$ cat config.mk
export PLATFORM = sky130hd
export DESIGN_NAME = stopwatch_time_core
export DESIGN_NICKNAME = d
export VERILOG_FILES = /design/src/rtl/stopwatch_time_core.sv
export SDC_FILE = /design/constraint.sdc
export NUM_CORES = 1
export LEC_CHECK = 0
export ABC_AREA = 1
export CORE_MARGIN = 2
export CORE_UTILIZATION = 55
export CTS_CLUSTER_DIAMETER = 60
export DETAILED_ROUTE_END_ITERATION = 10
export GPL_TIMING_DRIVEN = 0
export PLACE_DENSITY = 0.88
export SYNTH_ARGS = -nofsm -noshare
export SYNTH_HDL_FRONTEND = slang
export SYNTH_SLANG_ARGS = --single-unit
$ cat constraint.sdc
create_clock -name clk_mux -period 1.9 [get_ports clk_mux]
set_clock_uncertainty 0.05 [all_clocks]
set_input_delay 0.38 -clock clk_mux [delete_from_list [all_inputs] [get_ports clk_mux]]
set_output_delay 0.38 -clock clk_mux [all_outputs]
set_load 0.005 [all_outputs]
$ cat src/rtl/stopwatch_time_core.sv
// stopwatch_time_core: MM:SS stopwatch timebase with run/pause, clear and blinking field adjust
module stopwatch_time_core #(
    parameter int TICKS_PER_SEC = 500,
    parameter int BLINK_HALF    = 125
) (
    input  logic       clk_mux,
    input  logic       rst,
    input  logic       btn_pause,
    input  logic       btn_clr,
    input  logic       btn_adj,
    input  logic       btn_inc,
    input  logic       sel,
    output logic [3:0] digit3,
    output logic [3:0] digit2,
    output logic [3:0] digit1,
    output logic [3:0] digit0,
    output logic       blank_min,
    output logic       blank_sec,
    output logic       running
);
    localparam int DW = $clog2(TICKS_PER_SEC + 1);
    localparam int BW = $clog2(BLINK_HALF + 1);

    typedef enum logic [1:0] {STOP, RUN, ADJ} state_t;

    state_t        state, state_n;
    logic [DW-1:0] div, div_n;
    logic [BW-1:0] bcnt, bcnt_n;
    logic          phase, phase_n;
    logic [3:0]    d3_n, d2_n, d1_n, d0_n;
    logic          do_pause, do_clr, do_inc, tick, sec_inc, min_inc, bclr, bwrap;

    // next-state, divider, digit and blink logic with button priority adj > pause > clr > inc
    always_comb begin
        do_pause = btn_pause & ~btn_adj & (state != ADJ);
        do_clr   = btn_clr & ~btn_adj & ~btn_pause & (state == STOP);
        do_inc   = btn_inc & ~btn_adj & (state == ADJ);
        tick     = (state == RUN) && (div == DW'(TICKS_PER_SEC - 1));
        sec_inc  = tick | (do_inc & sel);
        min_inc  = (tick & (digit1 == 4'd5) & (digit0 == 4'd9)) | (do_inc & ~sel);
        state_n  = btn_adj ? ((state == ADJ) ? STOP : ADJ)
                 : do_pause ? ((state == RUN) ? STOP : RUN) : state;
        div_n    = (btn_adj | do_clr) ? '0 : (state == RUN) ? (tick ? '0 : div + DW'(1)) : div;
        d0_n     = do_clr ? 4'd0 : sec_inc ? ((digit0 == 4'd9) ? 4'd0 : digit0 + 4'd1) : digit0;
        d1_n     = do_clr ? 4'd0 : (sec_inc && digit0 == 4'd9) ? ((digit1 == 4'd5) ? 4'd0 : digit1 + 4'd1) : digit1;
        d2_n     = do_clr ? 4'd0 : min_inc ? ((digit2 == 4'd9) ? 4'd0 : digit2 + 4'd1) : digit2;
        d3_n     = do_clr ? 4'd0 : (min_inc && digit2 == 4'd9) ? ((digit3 == 4'd9) ? 4'd0 : digit3 + 4'd1) : digit3;
        bclr     = btn_adj | (state != ADJ) | do_inc;
        bwrap    = bcnt == BW'(BLINK_HALF - 1);
        bcnt_n   = (bclr | bwrap) ? '0 : bcnt + BW'(1);
        phase_n  = bclr ? 1'b0 : phase ^ bwrap;
    end

    // state, divider, blink and digit registers with asynchronous reset
    always_ff @(posedge clk_mux or posedge rst) begin
        if (rst) begin
            state  <= STOP;
            div    <= '0;
            bcnt   <= '0;
            phase  <= 1'b0;
            digit3 <= 4'd0;
            digit2 <= 4'd0;
            digit1 <= 4'd0;
            digit0 <= 4'd0;
        end else begin
            state  <= state_n;
            div    <= div_n;
            bcnt   <= bcnt_n;
            phase  <= phase_n;
            digit3 <= d3_n;
            digit2 <= d2_n;
            digit1 <= d1_n;
            digit0 <= d0_n;
        end
    end

    assign running   = state == RUN;
    assign blank_min = (state == ADJ) & phase & ~sel;
    assign blank_sec = (state == ADJ) & phase & sel;
endmodule
-- Word-level counts from Yosys, hierarchy flattened
Index checks and enable logic that the tools add are counted.
- output and inout bits: 19
- logic and storage cells: 78
- register bits after elaboration: 35
- bitwise operators: 24
- mux-type cells: 21
- add/sub/neg operators: 6
- eq/ne operators: 9
- reduce and logical (&&, ||, !) cells: 10
- operators with widths (cell ; count):
    4-bit 2-to-1 mux ; 12
    9-bit 2-to-1 mux ; 3
    4-bit by 1-bit adder with 4-bit output (second input constant) ; 4
    1-bit AND ; 14
    4-bit == test (second input constant) ; 3
    2-bit nonzero test ; 6
    9-bit by 1-bit adder with 9-bit output (second input constant) ; 1
    9-bit == test (second input constant) ; 1
    7-bit by 1-bit adder with 7-bit output (second input constant) ; 1
    7-bit == test (second input constant) ; 1
    7-bit 2-to-1 mux ; 1
    2-bit 2-to-1 mux ; 3
    1-bit OR ; 6
    4-bit by 3-bit == test with 1-bit output (second input constant) ; 1
    1-bit logical AND ; 3
    1-bit NOT ; 3
    2-bit by 1-bit == test with 1-bit output (second input constant) ; 1
    2-bit == test (second input constant) ; 1
    2-bit zero test ; 1
    1-bit 2-to-1 mux ; 2
    2-bit != test (second input constant) ; 1
    1-bit bitwise XOR ; 1

-- Longest topological paths before layout
Gate-level depths: netlist (run 1).
- depth in word-level cells: 8
- gate-level depth with buffers: 10
- mapped depth without buffers: 10

-- Worst setup path before layout (run 1)
No wires, ideal clock.
- path kind: reg-to-reg
- start point: register digit0[1]
- end point: register digit3[0]
- setup time: 0.117 ns
- data arrival time: 1.297 ns
- path slack: 0.436 ns
- stages on the path, launching flop included: 10
- required time: 1.733 ns
- path buffers: 0
- path through: dfrtp_1 > inv_1 > ha_1 > nand3_1 > nor2_1 > nand3_4 > nand3_4 > nand2_4 > nand2_1 > nand2_1
- cells in the longest elaborated chain, start to end: 5
- RTL lines (item ; line ; text):
    start, declared ; 16 ; output logic [3:0] digit0,
    start signal, assigned ; 73 ; digit0 <= d0_n;
    4-bit == test ; 40 ; min_inc = (tick & (digit1 == 4'd5) & (digit0 == 4'd9)) | (do_inc & ~sel);
    1-bit AND ; 40 ;
    1-bit OR ; 40 ;
    1-bit logical AND ; 47 ; d3_n = do_clr ? 4'd0 : (min_inc && digit2 == 4'd9) ? ((digit3 == 4'd9) ? 4'd0 : digit3 + 4'd1) : digit3;
    2-bit nonzero test (no line) ; -- ;
    end signal, assigned ; 70 ; digit3 <= d3_n;
    end, declared ; 13 ; output logic [3:0] digit3,
Every way passes these cells.
A chain may end at the register's enable or synchronous reset.

-- Worst setup path in the final report (run 1)
- start point: register state[0]
- end point: output blank_min
- cells in the longest elaborated chain, start to end: 3
- RTL lines (item ; line ; text):
    start, declared ; 26 ; state_t state, state_n;
    start signal, assigned ; 66 ; state <= state_n;
    2-bit == test ; 78 ; assign blank_min = (state == ADJ) & phase & ~sel;
    1-bit AND (2 in series) ; 78 ;
    end, declared ; 17 ; output logic blank_min,
Every way passes these cells.

==> results of run 1 <==
critical path: stages, from the launching register on:
cell           delay [ns]
dfrtp_1              0.43
nor2_4               0.15
inv_1                0.08
nor3_2               0.12
dlygate4sd2_1        0.25
layout by cell type, fill, tap and decap left out:
cell type	n
nand3b_1	2
o22ai_1	1
nand3_4	3
ha_1	11
nor3_2	2
nand3_1	25
buf_4	2
or2_2	2
dlygate4sd2_1	3
xnor2_1	1
nor2_1	25
a21oi_1	4
nand2_4	4
o21ai_0	3
inv_1	35
nand4_1	5
nand2_1	56
o21ai_1	8
nand2_2	7
inv_2	7
dlymetal6s2s_1	1
nor2_4	4
clkbuf_8	5
clkdlybuf4s50_1	21
clkbuf_1	2
nand3_2	2
and3_1	1
nor3_4	1
clkinv_2	1
nor3_1	7
buf_6	2
nor2_8	1
nor2_2	3
nor3b_1	2
dfrtp_1	35
xor2_1	9
o21ai_2	1
metrics by stage:
stage          cell area (sq um)  utilization  worst slack [ns]
4_1_cts                     2590        0.693          -0.00277
3_3_place_gp                2490        0.664            -0.234
6_report                    2600        0.695             0.141
5_1_grt                     2600        0.695            0.0193
3_5_place_dp                2490        0.664            -0.252
2_1_floorplan               2180            -             0.436
cell type report:
cell class                      instances  area [sq um]
Fill cell                             297          1140
Clock inverter                          1          5.00
Timing Repair Buffer                   28           275
Multi-Input combinational cell        190          1140
Sequential cell                        35           876
Buffer                                  1          11.3
Inverter                               42           158
Clock buffer                            7          76.3
Tap cell                               48          60.1
worst max path at each step:
stage | slack (ns) | endpoint
detailed placement | -0.25 | blank_sec
global route | 0.02 | digit0[3]
global placement | -0.23 | blank_sec
floorplan | 0.44 | digit3[0]
finish | 0.14 | blank_min
CTS | -0.003 | blank_sec
cell families after synthesis:
logic type | synth area share
simple gates | 0.375
buf+inv | 0.0776
flops | 0.403
compound gates | 0.0414
fa+ha+maj | 0.0633
xor+xnor | 0.0403
metal layers:
| metal | vias up | track usage | share of wire |
|---|---|---|---|
| met1 | 845 | 0.273 | 0.46 |
| met5 | - | 0 | 0 |
| met3 | 4 | 0.0574 | 0.045 |
| met4 | 0 | 0.0663 | 0.011 |
| li1 | 920 | - | - |
| met2 | 33 | 0.346 | 0.49 |
sequential cells by signal, summed over array words and instances (netlist names):
register and count:
div 9, bcnt 7, digit0 4, digit1 4, digit2 4, digit3 4
state 2, phase 1
power by group:
group,switching (W),internal (W),leakage (nW)
clock network,0.000273,0.000257,0.0422
registers,0.000131,0.000849,0.470
logic,0.000312,0.000325,0.813
what timing repair did:
action,in CTS,in global routing
pin swaps,1,0
endpoints found under the setup margin,3,1
gates resized for setup,5,2
buffers inserted,3,0
==> flow_summary.toml, run 1 <==
[status]
outcome = "complete, no violations"

[layout]
drive_gt1_frac = 0.155
fin_cells = 352
antennaDiodeCount = 0
fin_nets = 321
syn2layout_area_growth_pct = 19.6

[critical_path]
critPathMaxFanout = 3
rrSetupSlack_ns = 0.29
criticalPathCategory = "reg2out"
end_kind = "output pin"
worstPathArrival_ns = 1.33
reg2reg_depth = 8
rr_startpoint = "state[0]"
startpoint = "state[0]"
worstPathRequired_ns = 1.47
timing.rr.end = "digit0[3]"
startpoint_type = "flip-flop"

[grt]
first_global_vias = 1690
grt_max_degree = 36
grt_util_all_layers = 0.212
overflow = 0
grt_pass1_wl_mm = 7.29
antenna_found_initial = 0

[synthesis]
yosysTopAreaCellShare = 0.403
ys.flop_type = "dfrtp_1"
yosysMostFrequentCell = "nand2_1"
ys_types = 29
synth-seq-cells = 35
synth_top_cells_by_count = "56 x nand2_1, 36 x inv_1, 35 x dfrtp_1, 25 x nand3_1, 25 x nor2_1"
async_flop_share = 1.00
syn-cell-area_sq_um = 2180
avgSynthCellArea_sq_um = 8.12
seq_area_frac_synth = 0.403
synth_edf_count = 0
synth-warning-count = 0
netlist_instances = 268
yosysTopAreaCell = "dfrtp_1"
synth.area.top_cells = "dfrtp_1 40%, nand2_1 9.7%, ha_1 6.3%"
syn_nets = 286

[cts]
cts_sinks = 35
cts_max_level = 2
cts_tree = "yes"
cts_hold_buf = 0
root_buffer = "clkbuf_8"
path_clk_slew_ns = 0.07
cts_buffers = 5
insertion_delay_ns = 0.29
clk_path_buf_depth = 2

[detailed_routing]
wl_mm = 4.00
vias = 1802
firstDrtPassIters = 4
ant_nets = 0
wl_per_cell_um = 11.4
drtIter0Drc = 85
drc_errors = 0
routed_via_density = 5.12

[placement]
dp_hpwl_mm = 2.94
portBuffers = 25
gp_congestion = 0.839
dp.cells = 341

[floorplan]
die_h_um = 66.9
fp-row-count = 22
die_width_um = 66.9
core_sq_um = 3740
ios = 26
die_area_sq_um = 4470
start_util = 0.581

[pwr]
finalPower_w = 0.00215
power.density_nw_per_um2 = 825
vdd_drop_max_v = 0.000504
p_leak_nw = 1.33

[min_path]
hp-class = "reg2reg"
min_delay_worst_endpoint = "digit1[3]"
min_path_cells = 2
worst_hold_startpoint = "digit1[3]"

[sta]
worstMarginPinSlew_ns = 0.728
setup_violations = 0
fin_crit_sh = 0.926
slew_viol_final = 0
slew_headroom = 0.514
rsz0062_at_grt = "false"
fin_crit_ns = 1.76
fmax_mhz = 568
hold_ws_ns = 0.451
finalSetupTns_ns = 0
hold_violations = 0

[flow_run]
cap_violations = 0
(Power assumes the default switching activity.)
==> run 2, diff against run 1 <==
--- a/config.mk
+++ b/config.mk
@@ -6,7 +6,7 @@
 export NUM_CORES = 1
 export LEC_CHECK = 0
 export ABC_AREA = 1
-export CORE_MARGIN = 2
+export CORE_MARGIN = 3
 export CORE_UTILIZATION = 55
 export CTS_CLUSTER_DIAMETER = 60
 export DETAILED_ROUTE_END_ITERATION = 10
==> run 2 against run 1 <==
Sequential power rose by 0.4%. Worst hold slack got worse by 0.0081 ns. Highest routed layer unchanged. Clock power rose by 14%. Via count rose by 0.61%.
==> flow_summary.toml, run 2 (synthesized netlist as in run 1, its figures left out) <==
[pwr]
power.density_nw_per_um2 = 857
vdd_drop_max_v = 0.000603
p_leak_nw = 1.31

[grt]
grt_max_degree = 36
grt_util_all_layers = 0.210
antenna_found_initial = 0
grt_pass1_wl_mm = 7.27
first_global_vias = 1743
overflow = 0

[floorplan]
die_area_sq_um = 4750
start_util = 0.581
die_width_um = 68.9
ios = 26
fp-row-count = 22
die_h_um = 68.9
core_sq_um = 3740

[detailed_routing]
wl_mm = 4.27
vias = 1813
drtIter0Drc = 83
firstDrtPassIters = 4
ant_nets = 0
routed_via_density = 5.18
drc_errors = 0
wl_per_cell_um = 12.2

[sta]
slew_viol_final = 0
hold_violations = 0
fin_crit_ns = 1.84
rsz0062_at_grt = "false"
fmax_mhz = 544
slew_headroom = 0.511
fin_crit_sh = 0.967
worstMarginPinSlew_ns = 0.733
hold_ws_ns = 0.443
setup_violations = 0

[critical_path]
critPathMaxFanout = 3
startpoint_type = "primary input"
criticalPathCategory = "in2out"
end_kind = "output pin"
worstPathArrival_ns = 1.41
worstPathRequired_ns = 1.47

[layout]
max_flop_register = "div"
drive_gt1_frac = 0.146
antennaDiodeCount = 0
final_cell_mix = "56 x nand2_1, 35 x inv_1, 35 x dfrtp_1, 25 x nor2_1, 25 x nand3_1"
fin_nets = 319
syn2layout_area_growth_pct = 19.0
largest_register_ffs = 9
fill_cells = 308
stdcell_area_sq_um = 2590
final_common_cell = "nand2_1"
top_regs = "div x9, bcnt x7"

[cts]
root_buffer = "clkbuf_8"
cts_max_level = 2
insertion_delay_ns = 0.29
cts_hold_buf = 0
cts_tree = "yes"
cts_sinks = 35
clk_path_buf_depth = 2
path_clk_slew_ns = 0.07
cts_buffers = 5

[min_path]
hp-class = "reg2reg"

[flow_run]
cap_violations = 0

[status]
outcome = "complete, no violations"

[placement]
gp_congestion = 0.866
placed_cell_area_sq_um = 2490
dp_hpwl_mm = 3.06
portBuffers = 25
==> run 2: per-stage QoR <==
stage	power, W	setup WS [ns]	setup TNS, ns	utilization	cells
3_3_place_gp	0.00159	-0.229	-6.36	0.664	341
4_1_cts	0.00223	0.0590	0	0.692	350
5_1_grt	0.00237	0.00990	0	0.692	350
2_1_floorplan	0.00135	0.436	0	-	268
3_5_place_dp	0.00162	-0.199	-7.39	0.664	341
6_report	0.00222	0.0624	0	0.692	350
==> run 2: critical path, cell delays in order <==
cell	delay (ns)
clkdlybuf4s50_1	0.53
inv_1	0.08
nor3_1	0.16
dlygate4sd2_1	0.26
==> run 2: area by class of cell <==
class                           instances  area [sq um]  area share
Inverter                               42           158      0.0609
Buffer                                  1          11.3     0.00435
Sequential cell                        35           876       0.338
Timing Repair Buffer                   26           254      0.0981
Clock buffer                            8           100      0.0386
Multi-Input combinational cell        190          1130       0.437
Tap cell                               48          60.1      0.0232
==> run 2: path summary, 6_finish.rpt <==
| path | startpoint | end | slack (ns) | depth (start not counted) |
|---|---|---|---|---|
| max in group asynchronous | rst | digit1[0] | 0.84 | 2 |
| min in group asynchronous | rst | digit2[1] | 0.49 | 2 |
| max reg2reg | digit0[1] | digit3[2] | 0.25 | 9 |
| max | sel | blank_sec | 0.06 | 4 |
| min reg2reg | bcnt[0] | bcnt[0] | 0.44 | 1 |
| min | bcnt[0] | bcnt[0] | 0.44 | 1 |
==> run 2: power by group <==
group	leakage [nW]	total [W]	internal, W	switching [W]
combinational	0.793	0.000632	0.000313	0.000319
clock	0.0515	0.000603	0.000331	0.000272
sequential	0.470	0.000985	0.000849	0.000136
total	1.31	0.00222	0.00149	0.000727
==> run 2: routing by layer <==
metal,GRT usage,vias up,routed length (um)
li1,-,919,-
met1,0.254,864,1910
met2,0.355,24,2170
met3,0.0632,6,137
met4,0.0706,0,48
met5,0,-,0
==> run 2: timing repair <==
item,4_1_cts,5_1_grt
resized for setup,3,0
buffers inserted,1,0
endpoints found under the setup margin,2,0
